$ cat config.mk
export PLATFORM = sky130hd
export DESIGN_NAME = clk_div_multi
export DESIGN_NICKNAME = d
export VERILOG_FILES = /design/src/rtl/clk_div_pkg.sv /design/src/rtl/clk_div_chan.sv /design/src/rtl/clk_div_multi.sv
export SDC_FILE = /design/constraint.sdc
export NUM_CORES = 1
export LEC_CHECK = 0
export ABC_CLOCK_PERIOD_IN_PS = 2230
export CAP_MARGIN = 25
export CORE_MARGIN = 5
export CORE_UTILIZATION = 60
export DETAILED_ROUTE_END_ITERATION = 12
export HOLD_SLACK_MARGIN = 0.15
export MAX_ROUTING_LAYER = met4
export PLACE_DENSITY = 0.83
export SLEW_MARGIN = 20
export SYNTH_ARGS = -nofsm -noshare
export SYNTH_HDL_FRONTEND = slang
export SYNTH_SLANG_ARGS = --single-unit
$ cat constraint.sdc
create_clock -name clk -period 2.23 [get_ports clk]
set_input_delay 0.446 -clock clk [delete_from_list [all_inputs] [get_ports clk]]
set_output_delay 0.446 -clock clk [all_outputs]
set_load 0.02 [all_outputs]
$ cat src/rtl/clk_div_pkg.sv
// Shared constants, types and helpers for the multi-channel clock divider.
package clk_div_pkg;

  localparam int unsigned DIV_W_DEFAULT = 16;
  localparam int unsigned DEFAULT_DIV   = 24999;

  typedef logic [DIV_W_DEFAULT-1:0] div_t;

  // Per-cycle counter action chosen by a channel
  typedef enum logic [1:0] {
    ACT_CLEAR  = 2'd0,
    ACT_TOGGLE = 2'd1,
    ACT_COUNT  = 2'd2
  } chan_act_e;

  // Clock cycles spent in each output level for a given divisor
  function automatic int unsigned half_period(input div_t div);
    return 32'(div) + 32'd1;
  endfunction

endpackage

$ cat src/rtl/clk_div_chan.sv
// One divider channel: counter, active/shadow divisor, square wave, rise tick.
module clk_div_chan
  import clk_div_pkg::*;
#(
  parameter int unsigned      DIV_W     = DIV_W_DEFAULT,
  parameter logic [DIV_W-1:0] RESET_DIV = DIV_W'(DEFAULT_DIV)
) (
  input  logic             clk,
  input  logic             reset,
  input  logic             en,
  input  logic             sync_clr,
  input  logic             wr,
  input  logic [DIV_W-1:0] wr_data,
  output logic             clkout,
  output logic             tick,
  output logic             pending
);

  logic [DIV_W-1:0] count;
  logic [DIV_W-1:0] active;
  logic [DIV_W-1:0] shadow;
  logic             terminal;
  logic             commit;
  chan_act_e        act;

  assign terminal = (count == active);
  // The counter only ever compares against the committed divisor
  assign commit   = sync_clr || !en || terminal;

  always_comb begin
    act = ACT_COUNT;
    if (sync_clr || !en) act = ACT_CLEAR;
    else if (terminal)   act = ACT_TOGGLE;
  end

  always_ff @(posedge clk or negedge reset) begin
    if (!reset) begin
      count   <= '0;
      clkout  <= 1'b0;
      tick    <= 1'b0;
      pending <= 1'b0;
      active  <= RESET_DIV;
      shadow  <= RESET_DIV;
    end else begin
      if (wr) shadow <= wr_data;

      // A write landing on a commit cycle bypasses the shadow register
      if (commit) begin
        active  <= wr ? wr_data : shadow;
        pending <= 1'b0;
      end else if (wr) begin
        pending <= 1'b1;
      end

      case (act)
        ACT_CLEAR: begin
          count  <= '0;
          clkout <= 1'b0;
          tick   <= 1'b0;
        end
        ACT_TOGGLE: begin
          count  <= '0;
          clkout <= ~clkout;
          tick   <= ~clkout;
        end
        default: begin
          count  <= count + 1'b1;
          tick   <= 1'b0;
        end
      endcase
    end
  end

endmodule

$ cat src/rtl/clk_div_multi.sv
// N-channel programmable clock divider with glitch-free divisor updates.
module clk_div_multi
  import clk_div_pkg::*;
#(
  parameter int unsigned N_CH        = 4,
  parameter int unsigned DIV_W       = DIV_W_DEFAULT,
  parameter int unsigned DEFAULT_DIV = clk_div_pkg::DEFAULT_DIV,
  localparam int unsigned WR_W       = (N_CH > 1) ? $clog2(N_CH) : 1
) (
  input  logic             clk,
  input  logic             reset,
  input  logic [N_CH-1:0]  en,
  input  logic             sync_clr,
  input  logic             wr_en,
  input  logic [WR_W-1:0]  wr_ch,
  input  logic [DIV_W-1:0] wr_data,
  output logic [N_CH-1:0]  clkout,
  output logic [N_CH-1:0]  tick,
  output logic [N_CH-1:0]  pending
);

  logic [N_CH-1:0] wr_hit;

  // Indices with no matching channel decode to no strobe at all
  always_comb begin
    wr_hit = '0;
    for (int unsigned i = 0; i < N_CH; i++) begin
      if (wr_en && (32'(wr_ch) == i)) wr_hit[i] = 1'b1;
    end
  end

  for (genvar g = 0; g < N_CH; g++) begin : g_chan
    clk_div_chan #(
      .DIV_W     (DIV_W),
      .RESET_DIV (DIV_W'(DEFAULT_DIV))
    ) u_chan (
      .clk      (clk),
      .reset    (reset),
      .en       (en[g]),
      .sync_clr (sync_clr),
      .wr       (wr_hit[g]),
      .wr_data  (wr_data),
      .clkout   (clkout[g]),
      .tick     (tick[g]),
      .pending  (pending[g])
    );
  end

endmodule

==> summary.json, run 1 <==
{
  "routing": {
    "route.detailed.vias_per_inst": 5.53,
    "drcViolationCount": 0,
    "detail-route-antenna-nets": 0,
    "routed_wire_length_per_instance_um": 18.7,
    "postRouteWirelength_mm": 17.8,
    "iteration_0_drc_markers": 336,
    "dr_total_vias": 5283,
    "first_pass_iters": 5
  },
  "sta": {
    "timing.slew.headroom_pct": 62.3,
    "drv_slew": 0,
    "clock_skew_ns": 0.0138,
    "hold_violations": 0,
    "setup_total_negative_slack_ns": 0,
    "final.min_clock_period_ns": 2.09,
    "grt_setup_unrepaired": "no",
    "worst_pin_slew_ns": 0.566,
    "setup_viol": 0,
    "finalCritPeriodShare_pct": 93.7,
    "fmaxAchievable_ghz": 0.479
  },
  "yosys": {
    "ys_seq_elements": 204,
    "synth.cells.most_frequent": "sky130_fd_sc_hd__dfrtp_1 (140), sky130_fd_sc_hd__xor2_1 (99), sky130_fd_sc_hd__mux2_2 (86)",
    "synth_edf_count": 0,
    "async_reset_ff_share_pct": 100,
    "synth.largest_area_cell": "sky130_fd_sc_hd__dfrtp_1",
    "post-synth-top-count-cell": "sky130_fd_sc_hd__dfrtp_1",
    "synth_top_area_share_pct": 37.7,
    "mappedNetlistNets": 727,
    "netlist_instances": 697,
    "ys_types": 27,
    "share_of_synthesized_area_occupied_by_flip_flops_and_latches_pct": 55.9,
    "synth_area_sq_mm": 0.00928,
    "netlist_top_cells_area": "sky130_fd_sc_hd__dfrtp_1 (38%), sky130_fd_sc_hd__dfstp_2 (18%), sky130_fd_sc_hd__mux2_2 (10%)",
    "ys.warnings.count": 0,
    "syn_avg_cell_area_sq_um": 13.3,
    "ys_dominant_reg_cell": "sky130_fd_sc_hd__dfrtp_1"
  },
  "power": {
    "power.net_switching_mw": 2.18,
    "vdd_ir_drop_max_v": 0.000720,
    "sequentialPowerShare_pct": 50.1,
    "power_frac_clock_pct": 36.8,
    "power.density_cell_area_mw_per_mm2": 881,
    "p_comb_share_pct": 13.0,
    "switching_share_pct": 23.5,
    "internal-power_mw": 7.11,
    "power.leakage_nw": 4.67
  },
  "setup_path": {
    "max_stage_delay_ns": 0.53,
    "cp_data_required_time_ns": 2.60,
    "worst_setup_end_kind": "register",
    "critPathSlowestCell": "sky130_fd_sc_hd__dfstp_2",
    "crit_type": "register to register",
    "cp_cell_sequence": "xor2_1 > nor4_2 > nand4_1 > nand2b_1 > buf_12 > mux2_2",
    "highest_net_fanout_along_the_worst_path": 18,
    "worst_ep_arrival_time_ns": 2.46,
    "critPathLaunchType": "register"
  },
  "place": {
    "port-buffer-count": 37,
    "placedCellCount": 914,
    "gp_congestion": 0.828,
    "post-dp-hpwl_mm": 12.1
  },
  "clock_tree": {
    "cts-buffers-inserted": 21,
    "htreeDepth": 1,
    "clk_pin_slew_worst_paths_ns": 0.06,
    "worst_skew_pair.late_latency_ns": 0.50,
    "cts-root-to-sink-buffers": 3,
    "tritoncts": "done",
    "cts-root-buf": "sky130_fd_sc_hd__clkbuf_16",
    "clock_sink_count": 204
  },
  "floorplan": {
    "placeableCoreArea_sq_mm": 0.0152,
    "initial_utilization_pct": 61.1,
    "die_w_um": 134,
    "fp.dieArea_sq_mm": 0.0181,
    "std_cell_rows": 45,
    "io_pins": 38,
    "die_y_um": 134
  },
  "layout": {
    "fraction_of_layout_instances_using_a_drive_strength_above_1_pct": 33.6,
    "antenna_diode_count": 0,
    "area_growth_from_synthesis_to_layout_pct": 13.7,
    "final_nets": 782,
    "final_cells": 955
  },
  "hold_path": {
    "hold_path.class": "register to register"
  },
  "run_status": {
    "status": "complete, no violations"
  },
  "global_route": {
    "largest_net_degree_at_the_start_of_global_routing": 70,
    "grt_antenna_before_repair": 0,
    "grt.overflow.total": 0,
    "gr-usage-all-layers_pct": 21.2,
    "grt_pass1_vias": 5635,
    "grt_first_pass_wirelength_mm": 29.8
  },
  "run": {
    "drv_cap": 0
  }
}
[layout make-up]
| type | count | area, sq um |
|---|---|---|
| Clock buffer | 27 | 568 |
| Clock inverter | 11 | 111 |
| Fill cell | 986 | 4650 |
| Inverter | 11 | 41.3 |
| Multi-Input combinational cell | 450 | 3710 |
| Sequential cell | 204 | 5180 |
| Tap cell | 188 | 235 |
| Timing Repair Buffer | 64 | 704 |
[stage by stage]
step | hold WS, ns | utilization [%] | power (mW) | instance area (sq um) | setup WS, ns
CTS | 0.487 | 69.3 | 9.37 | 10500 | 0.0470
global route | 0.516 | 69.4 | 9.70 | 10600 | 0.0158
detailed placement | 0.475 | 64.7 | 5.91 | 9840 | 0.0387
floorplan | 0.150 | - | 5.51 | 9280 | 0.429
finish | 0.483 | 69.4 | 9.29 | 10600 | 0.141
global placement | 0.463 | 64.7 | 5.82 | 9840 | 0.0824
[final timing paths]
path,end,startpoint,depth (start not counted),slack [ns]
worst max-delay path,g_chan[0].u_chan.active[15]$_DFFE_PN0P_,g_chan[0].u_chan.active[5]$_DFFE_PN1P_,6,0.14
worst max register to register,g_chan[0].u_chan.active[15]$_DFFE_PN0P_,g_chan[0].u_chan.active[5]$_DFFE_PN1P_,6,0.14
min in group asynchronous,g_chan[3].u_chan.count[4]$_DFF_PN0_,reset,2,0.51
worst min register to register,g_chan[0].u_chan.tick$_DFF_PN0_,g_chan[0].u_chan.clkout$_DFFE_PN0P_,1,0.48
max in group asynchronous,g_chan[1].u_chan.active[8]$_DFFE_PN1P_,reset,3,0.96
worst min-delay path,g_chan[0].u_chan.tick$_DFF_PN0_,g_chan[0].u_chan.clkout$_DFFE_PN0P_,1,0.48
[power by group through the flow]
stage          Sequential [mW]  Combinational [mW]  Clock, mW
3_3_place_gp              4.68                1.14          0
3_5_place_dp              4.70                1.21          0
6_report                  4.66                1.21       3.42
4_1_cts                   4.66                1.22       3.49
5_1_grt                   4.71                1.32       3.66
2_1_floorplan             4.60               0.910          0
[logic make-up (layout without fill, tap and decap cells)]
logic type	Yosys count	after routing	synth area share [%]
compound gates	3	3	0.162
xor+xnor	124	124	11.7
fa+ha+maj	4	4	0.539
buf+inv	43	113	4.26
flops	204	204	55.9
mux	128	128	17.2
simple gates	191	191	10.2
[worst max-delay path, delay by kind of cell, from the launching register on]
family	cells	cell delay (ns)
AND/OR/NAND/NOR	3	0.80
multiplexers	1	0.35
XOR/XNOR	1	0.08
flip-flops	1	0.53
buffers and inverters	1	0.19
[layer usage]
metal  global-route usage [%]  share of wire, %
met1                     27.6                44
met2                     34.9                51
met3                     3.38               3.2
met4                     5.71               2.3
met5                        -                 0
[flip-flops by register name (all words and copies together) (netlist names)]
register and cells:
g_chan.u_chan.active 64, g_chan.u_chan.count 64, g_chan.u_chan.shadow 64, g_chan.u_chan.clkout 4
g_chan.u_chan.pending 4, g_chan.u_chan.tick 4
[timing repair]
action                                 in CTS  in global routing
setup endpoints to repair                   0                 22
buffers inserted                            0                  2
gates resized for setup                     0                  1
hold buffers                                1                  0
endpoints found under the hold margin      37                  0
[cell usage in the layout, fill, tap and decap left out]
| master | netlist | layout |
|---|---|---|
| sky130_fd_sc_hd__clkbuf_1 | 0 | 4 |
| sky130_fd_sc_hd__clkdlybuf4s50_1 | 0 | 36 |
| sky130_fd_sc_hd__dfrtp_1 | 140 | 140 |
| sky130_fd_sc_hd__xor2_1 | 99 | 99 |
| sky130_fd_sc_hd__mux2_2 | 86 | 86 |
| sky130_fd_sc_hd__nor2_1 | 84 | 84 |
| sky130_fd_sc_hd__xnor2_1 | 25 | 25 |
| sky130_fd_sc_hd__dfstp_2 | 64 | 64 |
| sky130_fd_sc_hd__nand2b_1 | 9 | 9 |
| sky130_fd_sc_hd__mux2_4 | 42 | 42 |
| sky130_fd_sc_hd__nand3_1 | 17 | 17 |
| sky130_fd_sc_hd__nand3_2 | 1 | 1 |
| sky130_fd_sc_hd__clkbuf_8 | 0 | 3 |
| sky130_fd_sc_hd__inv_6 | 0 | 1 |
| sky130_fd_sc_hd__and4_1 | 7 | 7 |
| sky130_fd_sc_hd__ha_1 | 4 | 4 |
| sky130_fd_sc_hd__nor4_2 | 0 | 1 |
| sky130_fd_sc_hd__a21oi_1 | 3 | 3 |
| sky130_fd_sc_hd__buf_4 | 13 | 16 |
| sky130_fd_sc_hd__nand3b_2 | 2 | 2 |
| sky130_fd_sc_hd__nand4_1 | 17 | 17 |
| sky130_fd_sc_hd__inv_1 | 11 | 11 |
| sky130_fd_sc_hd__clkbuf_16 | 0 | 21 |
| sky130_fd_sc_hd__bufinv_16 | 0 | 2 |
| sky130_fd_sc_hd__clkinv_2 | 0 | 7 |
| sky130_fd_sc_hd__and3_1 | 6 | 6 |
| sky130_fd_sc_hd__nand2_1 | 18 | 18 |
| sky130_fd_sc_hd__clkinvlp_4 | 0 | 1 |
| sky130_fd_sc_hd__nor3b_4 | 1 | 1 |
| sky130_fd_sc_hd__nor3_1 | 9 | 9 |
| sky130_fd_sc_hd__nor4_1 | 16 | 15 |
| sky130_fd_sc_hd__buf_12 | 7 | 10 |
| sky130_fd_sc_hd__nor2b_1 | 1 | 1 |
| sky130_fd_sc_hd__and2_1 | 3 | 3 |
| sky130_fd_sc_hd__dlygate4sd3_1 | 0 | 1 |
Note: power is estimated with default switching activity, not from simulation.
==> inputs of run 2 (changes only) <==
CORE_MARGIN = default   (was 5)
CORE_UTILIZATION = 40   (was 60)
PLACE_DENSITY = 0.6   (was 0.83)
==> run 2 against run 1 <==
Die area rose by 32%. Highest routed layer unchanged. Non-clock buffer count down 2. Register-to-register slack is essentially flat. Critical path depth unchanged. Clock power up 16%. Critical endpoint is now g_chan[1].u_chan.active[15]$_DFFE_PN0P_. Hold slack hardly changed.
==> summary.json, run 2 (synthesized netlist as in run 1, its figures left out) <==
{
  "power": {
    "total_power_mw": 9.83,
    "power.density_cell_area_mw_per_mm2": 908,
    "power.leakage_nw": 4.74,
    "vdd_ir_drop_max_v": 0.000462
  },
  "setup_path": {
    "worst_ep_arrival_time_ns": 2.46,
    "highest_net_fanout_along_the_worst_path": 22,
    "crit_type": "register to register",
    "worst_setup_end_kind": "register",
    "cp_data_required_time_ns": 2.61,
    "critPathLaunchType": "register"
  },
  "clock_tree": {
    "post_cts_hold_buffer_count": 1,
    "worst_skew_pair.late_latency_ns": 0.50,
    "post_cts_resize_count": 0,
    "cts-root-to-sink-buffers": 3,
    "clk_pin_slew_worst_paths_ns": 0.06,
    "clock_sink_count": 204,
    "cts-buffers-inserted": 22,
    "post_cts.repair.setup_buffers": 0,
    "tritoncts": "done",
    "cts-root-buf": "sky130_fd_sc_hd__clkbuf_16",
    "htreeDepth": 1
  },
  "place": {
    "placedCellCount": 1011,
    "gp_congestion": 0.796,
    "post-dp-hpwl_mm": 12.5,
    "placement_cell_area_sq_mm": 0.0100,
    "port-buffer-count": 37
  },
  "sta": {
    "grt_setup_unrepaired": "no",
    "clock_skew_ns": 0.0108,
    "finalCritPeriodShare_pct": 93.2,
    "hold_slack_ns": 0.483,
    "fmaxAchievable_ghz": 0.481,
    "setup_viol": 0,
    "setup_total_negative_slack_ns": 0,
    "hold_violations": 0,
    "drv_slew": 0,
    "timing.slew.headroom_pct": 56.8,
    "worst_pin_slew_ns": 0.648,
    "final.min_clock_period_ns": 2.08
  },
  "layout": {
    "num-fill-cells": 1960,
    "final_cell_mix": "sky130_fd_sc_hd__dfrtp_1 (140), sky130_fd_sc_hd__xor2_1 (99), sky130_fd_sc_hd__mux2_2 (86)",
    "registers_with_the_highest_flip_flop_counts": "g_chan.u_chan.active (64), g_chan.u_chan.count (64), g_chan.u_chan.shadow (64)",
    "final_cells": 1053,
    "final_nets": 781,
    "area_growth_from_synthesis_to_layout_pct": 16.7,
    "layout.cells.most_common": "sky130_fd_sc_hd__dfrtp_1",
    "postLayoutCellArea_sq_mm": 0.0108,
    "fraction_of_layout_instances_using_a_drive_strength_above_1_pct": 33.8
  },
  "routing": {
    "detail-route-antenna-nets": 0,
    "drcViolationCount": 0,
    "routed_wire_length_per_instance_um": 17.0,
    "route.detailed.vias_per_inst": 4.92,
    "iteration_0_drc_markers": 184,
    "dr_total_vias": 5186,
    "first_pass_iters": 4,
    "postRouteWirelength_mm": 18.0
  },
  "global_route": {
    "grt_antenna_before_repair": 0,
    "grt_first_pass_wirelength_mm": 30.1,
    "grt.overflow.total": 0,
    "gr-usage-all-layers_pct": 16.5,
    "grt_pass1_vias": 5532,
    "largest_net_degree_at_the_start_of_global_routing": 73
  },
  "run_status": {
    "status": "complete, no violations"
  },
  "hold_path": {
    "hold_path.class": "register to register"
  },
  "floorplan": {
    "die_y_um": 154,
    "die_w_um": 154,
    "io_pins": 38,
    "fp.dieArea_sq_mm": 0.0238,
    "initial_utilization_pct": 40.9,
    "std_cell_rows": 55,
    "placeableCoreArea_sq_mm": 0.0227
  },
  "run": {
    "drv_cap": 0
  }
}
-- run 2: cell count changes in the layout (fill, tap and decap cells not counted), sizes merged --
cell / before / now
diode: 0 / 1
clkinv: 7 / 4
buf: 26 / 24
clkbuf: 28 / 31
bufinv: 2 / 4
-- run 2: cell type report --
| cell class | instances | area [sq um] | share of cell area (%) |
|---|---|---|---|
| diodes | 1 | 2.50 | 0.0231 |
| clock buffers | 30 | 652 | 6.02 |
| clock inverters | 10 | 156 | 1.44 |
| inverters | 11 | 41.3 | 0.381 |
| multi-input cells | 450 | 3700 | 34.2 |
| flip-flops and latches | 204 | 5180 | 47.9 |
| well taps | 285 | 357 | 3.29 |
| repair buffers | 62 | 739 | 6.83 |
-- run 2: path summary, 6_finish.rpt --
path	slack (ns)	endpoint	start	cells past startpoint
min in group asynchronous	0.55	g_chan[2].u_chan.count[9]$_DFF_PN0_	reset	2
worst max-delay path	0.15	g_chan[1].u_chan.active[15]$_DFFE_PN0P_	g_chan[1].u_chan.active[5]$_DFFE_PN1P_	6
max in group asynchronous	1.00	g_chan[1].u_chan.active[0]$_DFFE_PN1P_	reset	3
worst min register to register	0.48	g_chan[0].u_chan.tick$_DFF_PN0_	g_chan[0].u_chan.clkout$_DFFE_PN0P_	1
worst max register to register	0.15	g_chan[1].u_chan.active[15]$_DFFE_PN0P_	g_chan[1].u_chan.active[5]$_DFFE_PN1P_	6
worst min-delay path	0.48	g_chan[0].u_chan.tick$_DFF_PN0_	g_chan[0].u_chan.clkout$_DFFE_PN0P_	1
-- run 2: metrics by stage --
stage	worst slack (ns)	util [%]
after detailed placement	0.0595	44.1
after global routing	0.0307	47.7
after CTS	0.0824	47.7
final	0.151	47.7
after global placement	0.0843	44.1
after floorplan	0.429	-
-- run 2: report_power, final --
group	switching [mW]	leakage [nW]	internal, mW
Combinational	0.485	1.85	0.715
Sequential	0.283	2.49	4.36
Clock	1.47	0.399	2.51
-- run 2: metal layers --
metal,wire [um],global-route usage [%]
met5,0,-
met4,264,3.87
met3,537,2.58
met2,8350,26.0
met1,8800,22.6
-- run 2: worst max-delay path, stage by stage, from the launching register on --
cell                       delay [ns]
sky130_fd_sc_hd__dfstp_2         0.54
sky130_fd_sc_hd__xor2_1          0.06
sky130_fd_sc_hd__nor4_1          0.37
sky130_fd_sc_hd__nand4_1         0.26
sky130_fd_sc_hd__nand2b_1        0.19
sky130_fd_sc_hd__buf_12          0.20
sky130_fd_sc_hd__mux2_2          0.35
==> inputs of run 3 (changes only) <==
CORE_ASPECT_RATIO = 1.75   (was default)
CTS_CLUSTER_SIZE = 14   (was default)
==> run 3 against run 2 <==
First-iteration DRC count fell by 18%. Sequential power barely moved. Clock-buffer cell count fell by 2. Die area rose by 0.10%. Flip-flop and latch count did not move. Via count rose by 0.27%. Combinational power barely moved. Clock power fell by 18%. Highest routed layer unchanged.
==> summary.json, run 3 (synthesized netlist as in run 1, its figures left out) <==
{
  "run_status": {
    "status": "complete, no violations"
  },
  "global_route": {
    "grt_antenna_before_repair": 0,
    "grt_first_pass_wirelength_mm": 30.2,
    "largest_net_degree_at_the_start_of_global_routing": 64,
    "gr-usage-all-layers_pct": 17.2,
    "busiest_layer": "met2",
    "grt_pass1_vias": 5556,
    "grt.overflow.total": 0,
    "grt.met2_usage_pct": 29.1,
    "gr-usage-met1_pct": 20.9,
    "grt_use_met3_pct": 1.81
  },
  "sta": {
    "finalCritPeriodShare_pct": 94.7,
    "hold_slack_ns": 0.475,
    "setup_viol": 0,
    "hold_violations": 0,
    "worst_pin_slew_ns": 0.581,
    "setup_total_negative_slack_ns": 0,
    "grt_setup_unrepaired": "no",
    "clock_skew_ns": 0.0116,
    "timing.slew.headroom_pct": 61.3,
    "final.min_clock_period_ns": 2.11,
    "fmaxAchievable_ghz": 0.473,
    "drv_slew": 0
  },
  "clock_tree": {
    "htreeDepth": 1,
    "clk_pin_slew_worst_paths_ns": 0.07,
    "tritoncts": "done",
    "worst_skew_pair.late_latency_ns": 0.49,
    "cts-buffers-inserted": 20,
    "clock_sink_count": 204,
    "cts-root-buf": "sky130_fd_sc_hd__clkbuf_16",
    "cts-root-to-sink-buffers": 3
  },
  "setup_path": {
    "max_stage_delay_ns": 0.54,
    "worst_ep_arrival_time_ns": 2.49,
    "crit_type": "register to register",
    "reg2reg_slack_ns": 0.12,
    "critPathSlowestCell": "sky130_fd_sc_hd__dfstp_2",
    "critPathLaunchType": "register",
    "cp_cell_sequence": "xor2_1 > nor4_2 > nand4_1 > nand2b_1 > buf_12 > mux2_2",
    "highest_net_fanout_along_the_worst_path": 33,
    "worst_setup_end_kind": "register",
    "cp_data_required_time_ns": 2.61
  },
  "power": {
    "power_frac_clock_pct": 35.8,
    "power.net_switching_mw": 2.18,
    "power.leakage_nw": 4.65,
    "p_comb_share_pct": 13.3,
    "switching_share_pct": 23.9,
    "power.density_cell_area_mw_per_mm2": 854,
    "vdd_ir_drop_max_v": 0.000386,
    "sequentialPowerShare_pct": 50.9,
    "internal-power_mw": 6.93
  },
  "hold_path": {
    "hold_path.class": "register to register"
  },
  "floorplan": {
    "fp.dieArea_sq_mm": 0.0238,
    "die_y_um": 204,
    "initial_utilization_pct": 40.8,
    "io_pins": 38,
    "placeableCoreArea_sq_mm": 0.0227,
    "std_cell_rows": 73,
    "die_w_um": 117
  },
  "layout": {
    "area_growth_from_synthesis_to_layout_pct": 14.8,
    "final_cells": 1063,
    "layout.cells.most_common": "sky130_fd_sc_hd__dfrtp_1",
    "final_nets": 781,
    "antenna_diode_count": 0,
    "final_cell_mix": "sky130_fd_sc_hd__dfrtp_1 (140), sky130_fd_sc_hd__xor2_1 (99), sky130_fd_sc_hd__mux2_2 (86)",
    "registers_with_the_highest_flip_flop_counts": "g_chan.u_chan.active (64), g_chan.u_chan.count (64), g_chan.u_chan.shadow (64)",
    "post-route-util_pct": 46.9,
    "fraction_of_layout_instances_using_a_drive_strength_above_1_pct": 33.4
  },
  "place": {
    "post-dp-hpwl_mm": 13.1,
    "gp_congestion": 0.830,
    "port-buffer-count": 37,
    "placedCellCount": 1026
  },
  "routing": {
    "route.detailed.vias_per_inst": 4.89,
    "postRouteWirelength_mm": 18.7,
    "iteration_0_drc_markers": 151,
    "routed_wire_length_per_instance_um": 17.6,
    "dr_total_vias": 5200,
    "first_pass_iters": 4,
    "detail-route-antenna-nets": 0,
    "drcViolationCount": 0
  },
  "run": {
    "drv_cap": 0
  }
}
## run 3: path summary, 6_finish.rpt
path	start	endpoint	depth (start not counted)
hold reg to reg	g_chan[2].u_chan.clkout$_DFFE_PN0P_	g_chan[2].u_chan.tick$_DFF_PN0_	1
setup / recovery	g_chan[3].u_chan.active[5]$_DFFE_PN1P_	g_chan[3].u_chan.active[15]$_DFFE_PN0P_	6
setup reg to reg	g_chan[3].u_chan.active[5]$_DFFE_PN1P_	g_chan[3].u_chan.active[15]$_DFFE_PN0P_	6
max in group asynchronous	reset	g_chan[1].u_chan.shadow[7]$_DFF_PN1_	3
min in group asynchronous	reset	g_chan[2].u_chan.count[2]$_DFF_PN0_	2
hold / removal	g_chan[2].u_chan.clkout$_DFFE_PN0P_	g_chan[2].u_chan.tick$_DFF_PN0_	1
## run 3: worst max-delay path: cells and delay by family (launching register included)
kind	cells	cell delay [ns]
DFF	1	0.54
and+or+nand+nor	3	0.78
buffers and inverters	1	0.23
xor gates and xnor gates	1	0.08
muxes	1	0.35
## run 3: area by class of cell
cell class | count | area [sq um]
Fill cell | 1984 | 12100
Inverter | 11 | 41.3
Sequential cell | 204 | 5180
Multi-Input combinational cell | 450 | 3710
Clock inverter | 6 | 41.3
Clock buffer | 28 | 592
Tap cell | 300 | 375
Timing Repair Buffer | 64 | 717
## run 3: routing by layer
metal,vias up,part of all wire [%]
li1,2458,-
met1,2631,41
met2,72,53
met3,39,2.8
met4,0,3.4
met5,-,0
## run 3: per-stage QoR
| stage | setup WS (ns) | instance area [sq um] | total power [mW] |
|---|---|---|---|
| floorplan | 0.429 | 9280 | 5.51 |
| global placement | -0.0141 | 9990 | 5.86 |
| detailed placement | -0.0150 | 9990 | 5.92 |
| CTS | 0.0610 | 10600 | 9.25 |
| global route | 0.00142 | 10700 | 9.51 |
| finish | 0.118 | 10700 | 9.10 |
## run 3: power groups by stage
stage	Combinational, mW	Sequential, mW	Clock [mW]
after floorplan	0.910	4.60	0
after global placement	1.17	4.69	0
after detailed placement	1.22	4.71	0
after CTS	1.23	4.65	3.37
after global routing	1.32	4.69	3.50
final	1.21	4.64	3.26
## run 3: what timing repair did
item / in CTS / in global routing
endpoints found under the setup margin: 7 / 15
setup buffers: 0 / 2
hold buffers: 1 / 0
endpoints found under the hold margin: 36 / 0
pin swaps: 0 / 2
gates resized for setup: 1 / 0
